<file path="src/rtl/mips_defs.sv">
// Shared MIPS encodings used by the write-back stage.
package mips_defs;

    localparam logic [5:0] SPECIAL    = 6'h00;
    localparam logic [5:0] JAL        = 6'h03;
    localparam logic [5:0] LB         = 6'h20;
    localparam logic [5:0] LH         = 6'h21;
    localparam logic [5:0] LW         = 6'h23;
    localparam logic [5:0] LBU        = 6'h24;
    localparam logic [5:0] LHU        = 6'h25;
    localparam logic [5:0] FUNCT_JALR = 6'h09;

    localparam logic [3:0] BE_B0 = 4'b0001;
    localparam logic [3:0] BE_B1 = 4'b0010;
    localparam logic [3:0] BE_B2 = 4'b0100;
    localparam logic [3:0] BE_B3 = 4'b1000;
    localparam logic [3:0] BE_H0 = 4'b0011;
    localparam logic [3:0] BE_H1 = 4'b1100;

    localparam logic [4:0] REG_ZERO = 5'd0;

    function automatic logic is_load(input logic [5:0] op);
        return (op == LW) || (op == LB) || (op == LBU) || (op == LH) || (op == LHU);
    endfunction

endpackage

</file>
<file path="src/rtl/load_ext.sv">
// Load data lane select and sign/zero extension.
// Latency: combinational.
// Backpressure: none.
module load_ext
    import mips_defs::*;
(
    input  logic [31:0] DM_W,
    input  logic [3:0]  BE_W,
    input  logic [5:0]  opcode,
    output logic [31:0] ext_data
);

    logic [7:0]  lane_b;
    logic        lane_b_ok;
    logic [15:0] lane_h;
    logic        lane_h_ok;

    always_comb begin
        lane_b    = DM_W[7:0];
        lane_b_ok = 1'b1;
        case (BE_W)
            BE_B0:   lane_b = DM_W[7:0];
            BE_B1:   lane_b = DM_W[15:8];
            BE_B2:   lane_b = DM_W[23:16];
            BE_B3:   lane_b = DM_W[31:24];
            default: lane_b_ok = 1'b0;
        endcase
    end

    always_comb begin
        lane_h    = DM_W[15:0];
        lane_h_ok = 1'b1;
        case (BE_W)
            BE_H0:   lane_h = DM_W[15:0];
            BE_H1:   lane_h = DM_W[31:16];
            default: lane_h_ok = 1'b0;
        endcase
    end

    // An enable pattern that does not fit the access size leaves the word untouched.
    always_comb begin
        ext_data = DM_W;
        case (opcode)
            LB:  if (lane_b_ok) ext_data = {{24{lane_b[7]}}, lane_b};
            LBU: if (lane_b_ok) ext_data = {24'd0, lane_b};
            LH:  if (lane_h_ok) ext_data = {{16{lane_h[15]}}, lane_h};
            LHU: if (lane_h_ok) ext_data = {16'd0, lane_h};
            default: ext_data = DM_W;
        endcase
    end

endmodule

</file>
<file path="src/rtl/writeback_grf.sv">
// MIPS WB stage: write-back select, 32x32 register file with write bypass, retired counter.
// Latency: register write visible 1 cycle later (same cycle through bypass); reads combinational.
// Backpressure: none, one instruction accepted every cycle.
module writeback_grf
    import mips_defs::*;
#(
    parameter bit BYPASS_EN = 1'b1,
    parameter int CNT_W     = 32
) (
    input  logic             clk,
    input  logic             reset,
    input  logic [31:0]      IR_W,
    input  logic [31:0]      PC8_W,
    input  logic [31:0]      ALUout_W,
    input  logic [31:0]      DM_W,
    input  logic [3:0]       BE_W,
    input  logic [4:0]       write_register_W,
    input  logic             RegWrite_W,
    input  logic [4:0]       rs_addr_D,
    input  logic [4:0]       rt_addr_D,
    output logic [31:0]      rs_data_D,
    output logic [31:0]      rt_data_D,
    output logic [31:0]      wb_data,
    output logic             wb_we,
    output logic [CNT_W-1:0] retired_count
);

    logic [5:0]  opcode;
    logic [5:0]  funct;
    logic [31:0] load_data;
    logic [31:0] regs [32];

    assign opcode = IR_W[31:26];
    assign funct  = IR_W[5:0];

    load_ext u_load_ext (
        .DM_W     (DM_W),
        .BE_W     (BE_W),
        .opcode   (opcode),
        .ext_data (load_data)
    );

    always_comb begin
        if (is_load(opcode)) begin
            wb_data = load_data;
        end else if ((opcode == JAL) || ((opcode == SPECIAL) && (funct == FUNCT_JALR))) begin
            wb_data = PC8_W;
        end else begin
            wb_data = ALUout_W;
        end
    end

    assign wb_we = RegWrite_W && (write_register_W != REG_ZERO);

    // regs[0] is never written; the read muxes force $0 to zero.
    always_ff @(posedge clk) begin
        if (reset) begin
            for (int i = 0; i < 32; i++) begin
                regs[i] <= '0;
            end
        end else if (wb_we) begin
            regs[write_register_W] <= wb_data;
        end
    end

    always_comb begin
        if (rs_addr_D == REG_ZERO) begin
            rs_data_D = '0;
        end else if (BYPASS_EN && wb_we && (rs_addr_D == write_register_W)) begin
            rs_data_D = wb_data;
        end else begin
            rs_data_D = regs[rs_addr_D];
        end
    end

    always_comb begin
        if (rt_addr_D == REG_ZERO) begin
            rt_data_D = '0;
        end else if (BYPASS_EN && wb_we && (rt_addr_D == write_register_W)) begin
            rt_data_D = wb_data;
        end else begin
            rt_data_D = regs[rt_addr_D];
        end
    end

    // Bubbles (IR_W == 0) do not count; wraps silently.
    always_ff @(posedge clk) begin
        if (reset) begin
            retired_count <= '0;
        end else if (IR_W != 32'd0) begin
            retired_count <= retired_count + CNT_W'(1);
        end
    end

endmodule

</file>
<file path="config.mk">
export PLATFORM = sky130hd
export DESIGN_NAME = writeback_grf
export DESIGN_NICKNAME = d
export VERILOG_FILES = /design/src/rtl/mips_defs.sv /design/src/rtl/load_ext.sv /design/src/rtl/writeback_grf.sv
export SDC_FILE = /design/constraint.sdc
export NUM_CORES = 2
export LEC_CHECK = 0
export CELL_PAD_IN_SITES_DETAIL_PLACEMENT = 1
export CELL_PAD_IN_SITES_GLOBAL_PLACEMENT = 2
export CORE_MARGIN = 4
export CORE_UTILIZATION = 45
export DETAILED_ROUTE_END_ITERATION = 8
export GPL_TIMING_DRIVEN = 0
export PLACE_DENSITY = 0.77
export SETUP_SLACK_MARGIN = 0.4
export SLEW_MARGIN = 20
export SYNTH_ARGS = -nofsm -noshare
export SYNTH_HDL_FRONTEND = slang
export SYNTH_SLANG_ARGS = --single-unit
</file>
<file path="constraint.sdc">
create_clock -name clk -period 5.4 [get_ports clk]
set_input_delay 1.35 -clock clk [delete_from_list [all_inputs] [get_ports clk]]
set_output_delay 1.35 -clock clk [all_outputs]
set_load 0.05 [all_outputs]
</file>
# Yosys cells after proc, flatten, opt, wreduce, memory -nomap -nowiden
# Memories as Yosys holds them, arrays and structs flattened.
# Index checks and enable logic that the tools add are counted.
# totals
word_cells	58
ramBits	1024
rom_bits	0
input_bits	150
n_memories	1
output_inout_bits	129
regBits	32
latch_bits	0
# memory_table
name	words	word_bits	read_ports	rd_ports_with_merged_regs	wr	line_no	rtl
regs	32	32	2	0	32	writeback_grf.sv:31	logic [31:0] regs [32];
# classes
multipliers	0
magnitude_cmp	0
n_addsub	1
shift	0
n_bitwise	0
mux	23
div	0
n_reduce_logical	17
n_eq_ne	15
# ops
operator	n
$mux 32	11
$pmux 32 s4	1
$add 32x1->32 const B	1
$reduce_bool 32->1	1
$reduce_or 32->1	1
$eq 6x6->1 const B	5
$pmux 8 s3	1
$mux 16	1
$eq 5x5->1	2
$logic_not 5->1	2
$eq 4x2->1 const B	2
$eq 4x4->1 const B	2
$mux 1	8
$eq 6x2->1 const B	1
$eq 6x4->1 const B	1
$logic_not 6->1	1
$logic_or 1x1->1	5
$mux 5	1
$reduce_bool 5->1	1
$eq 4x1->1 const B	1
$eq 4x3->1 const B	1
$logic_and 1x1->1	4
$reduce_or 4->1	1
$reduce_or 2->1	1

# Longest topological paths before layout
# logic_depth
ltp_word	8
depth_mapped	11
ltp_nobuf	7

# Hierarchy
# A second synthesis with hierarchy kept.
# hier_totals
cells_unflattened	4297
hier_area_um2	57091.0
# modules_own_cells
module	cells_per_inst	area_per_inst_um2	n_inst	seq_area_each_um2
writeback_grf	4153	56048.8	1	31390.1
load_ext	144	1042.2	1	0.0

# Worst setup path before layout
# OpenSTA, ideal clock, no wires.
# synth_path
path_type	input port to output port
start	in rs_addr_D[1]
end	out rs_data_D[15]
path_slack_ns	-0.094
n_path_buf	5
stages	10
t_required_ns	4.050
t_arrival_ns	4.144
cell_sequence	buf_6 buf_6 buf_4 buf_6 buf_2 nor4_2 nor2_1 a31oi_1 a21oi_1 a211oi_1
# synth_via
elab_chain_cells	4
word_cells_on_any_way	6
classes_between	eq/ne (1); mux (2); reduce/logical (2); memory (1)
# synth_rtl
element	line_no	rtl
start, declared	writeback_grf.sv:19	input logic [4:0] rs_addr_D,
branches (longest 3 deep; another with $mem_v2 32x32)	--	
$mux 32 *	writeback_grf.sv:67	if (rs_addr_D == REG_ZERO) begin
end, declared	writeback_grf.sv:21	output logic [31:0] rs_data_D,
# Every way passes the cells marked *.

# Final worst setup path
# layout_path
start	in rs_addr_D[3]
end	out rs_data_D[15]
# The elaborated chain is that of the path after synthesis.

==> metrics.txt <==
hold_buf cts 0; Fin Setup TNS 0 ns; Placement Setup Slack -2.16 ns; Clock Path Buffers 3; cell accounting for the most synthesized area edfxtp_1; flop2flop setup slack 2.97 ns; CTS tree built; Die Width 364 um; worst hold slack 0.524 ns; Cells after DPL 5862; Num CTS Buffers 117; gr ovfl total 0; Placement Rows 130; Worst Path Arrival 4.01 ns; top post-synthesis cells by count 1061 x nor2_1, 1024 x edfxtp_1, 618 x mux4_2; Top FF cell, synth edfxtp_1; PortBufs 264; Post-DP HPWL 191 mm; status completed; Worst Setup Path Type input port to output port; cell area after synthesis 57000 um^2; P_leak 25.9 nW; EDFF count, synth 1024; Critical Path RT 4.05 ns; Max transition margin 9.32%; Yosys top cell area share 54.0%; Synth area leaders edfxtp_1 54%, mux4_2 24%, nor2_1 7.0%, mux2_2 1.6%, clkbuf_1 1.2%; share of layout cells above drive strength 1 39.6%; Core ar. 126000 um^2; Ys Warns 0; count leader, synth nor2_1; Starting Density 45.3%; final setup vio count 0; Pwr Density 309 nW/um^2; RSZ-0062 raised after global routing yes; Total Routed Length 278 mm; asr flop ratio synth 0%; crit end category output port; register area share after synthesis 55.1%; Startpoint Class input port; Hold Crit Class flop to flop; synth unique cells 87; fin cells 6310; Worst VDD drop 0.280 mV; CP max FO 10; ANT nets after route 0; Remaining DRCs 0; DR WL/cell 44.1 um; Pre-antenna DRT Iters 8; Clock Skews 0.00424 ns; Die Ht 364 um; Tcrit/Tclk final 99.3%; initial drt markers 7301; Fill cells 11.7k; fmax 186 MHz; Slew @ Worst Pin 1.36 ns; vias 44.2k; gp weighted congestion 0.943; Worst-path clk slew 0.06 ns; layout net count 4703; Max Slew Vio Count 0; minimum clock period 5.36 ns; Die Area 132000 um^2; area grow syn2layout 27.7%; clk sinks 1056; Avg Inst Size Synth 14.7 um^2; Synth Register Bits 1056; largest net degree at the start of global routing 30; Max Cap Violations 0; worst setup margin 0.0380 ns; Avg Vias per Cell 7.01; Worst-Skew Late Latency 0.78 ns; I/O pin cnt 279; antenna violations before repair 15; clk root buf clkbuf_16; first-pass GRT wire length 363 mm; H-tree lvl count 3; Cells after Synth 3879; Final Hold Viols 0; GRT Total Usage 40.8%; vias in the first global route 43.9k
cells in the final DEF (no fill, tap or decap), drive strengths merged, types with 63 or more instances in the layout:
cell / count
a21oi: 73
buf: 583
clkbuf: 330
clkdlybuf4s50: 149
clkinv: 67
edfxtp: 1024
inv: 64
mux2: 86
mux4: 618
nand2: 63
nor2: 1062
final cells by class:
class                           instances  area (um^2)  share of cell area, %
Tap cell                             1650         2060                   2.84
Clock inverter                         82          751                   1.03
Clock buffer                          138         3070                   4.22
Antenna cell                            7         17.5                 0.0241
Sequential cell                      1056        31400                   43.2
Buffer                                413         3980                   5.47
Multi-Input combinational cell       2375        25400                   34.9
Timing Repair Buffer                  523         5830                   8.02
Inverter                               66          277                  0.380
metal layers:
layer / wire length (um) / vias to the layer above / track usage (%)
met1: 94000 / 23100 / 50.4
met2: 125000 / 3757 / 62.0
met5: 178 / - / 0
li1: - / 16400 / -
met4: 20600 / 6 / 25.3
met3: 38600 / 961 / 14.0
timing repair:
action | in CTS | in global routing
gates cloned | 6 | 16
pin swaps | 44 | 64
setup buffers | 84 | 112
gates resized for setup | 1145 | 442
setup endpoints to repair | 96 | 96
hold endpoints to repair | 0 | 0
cell families after synthesis:
logic type | after synthesis | synth area share (%)
buf+inv | 479 | 4.20
mux | 740 | 26.9
fa+ha+maj | 1 | 0.0220
compound gates | 279 | 3.87
flops | 1056 | 55.1
other cells | 1 | 0.00658
xor+xnor | 34 | 0.523
simple gates | 1289 | 9.37
state kept, by name (all words and copies together), names as in the netlist:
name,flops
retired_count,32
regs,1024
worst max-delay path, stage by stage:
cell,delay [ns]
buf_4,0.22
buf_6,0.24
buf_4,0.32
buf_4,0.30
buf_6,0.26
mux2i_1,0.48
a31oi_1,0.18
a21oi_1,0.30
a211oi_4,0.12
buf_6,0.20
stage by stage:
stage          cell area (um^2)  power [W]  util, %
6_report                  72700     0.0225     57.8
5_1_grt                   72700     0.0228     57.8
4_1_cts                   69900     0.0219     55.6
3_5_place_dp              63100     0.0136     50.2
3_3_place_gp              62000     0.0135     49.3
2_1_floorplan             57300     0.0120        -
report_power, final:
part           switching (W)  internal [W]  leakage, nW
combinational        0.00266       0.00192         14.1
sequential          0.000238       0.00942         10.0
clock                0.00361       0.00462         1.88
worst paths after layout:
kind / start / end / cells past startpoint
hold / removal: retired_count[19]$_SDFFE_PP0P_ / retired_count[19]$_SDFFE_PP0P_ / 2
setup / recovery: rs_addr_D[3] / rs_data_D[15] / 10
hold reg to reg: retired_count[19]$_SDFFE_PP0P_ / retired_count[19]$_SDFFE_PP0P_ / 2
setup reg to reg: retired_count[7]$_SDFFE_PP0P_ / retired_count[24]$_SDFFE_PP0P_ / 8
Note: power is estimated with default switching activity, not from simulation.
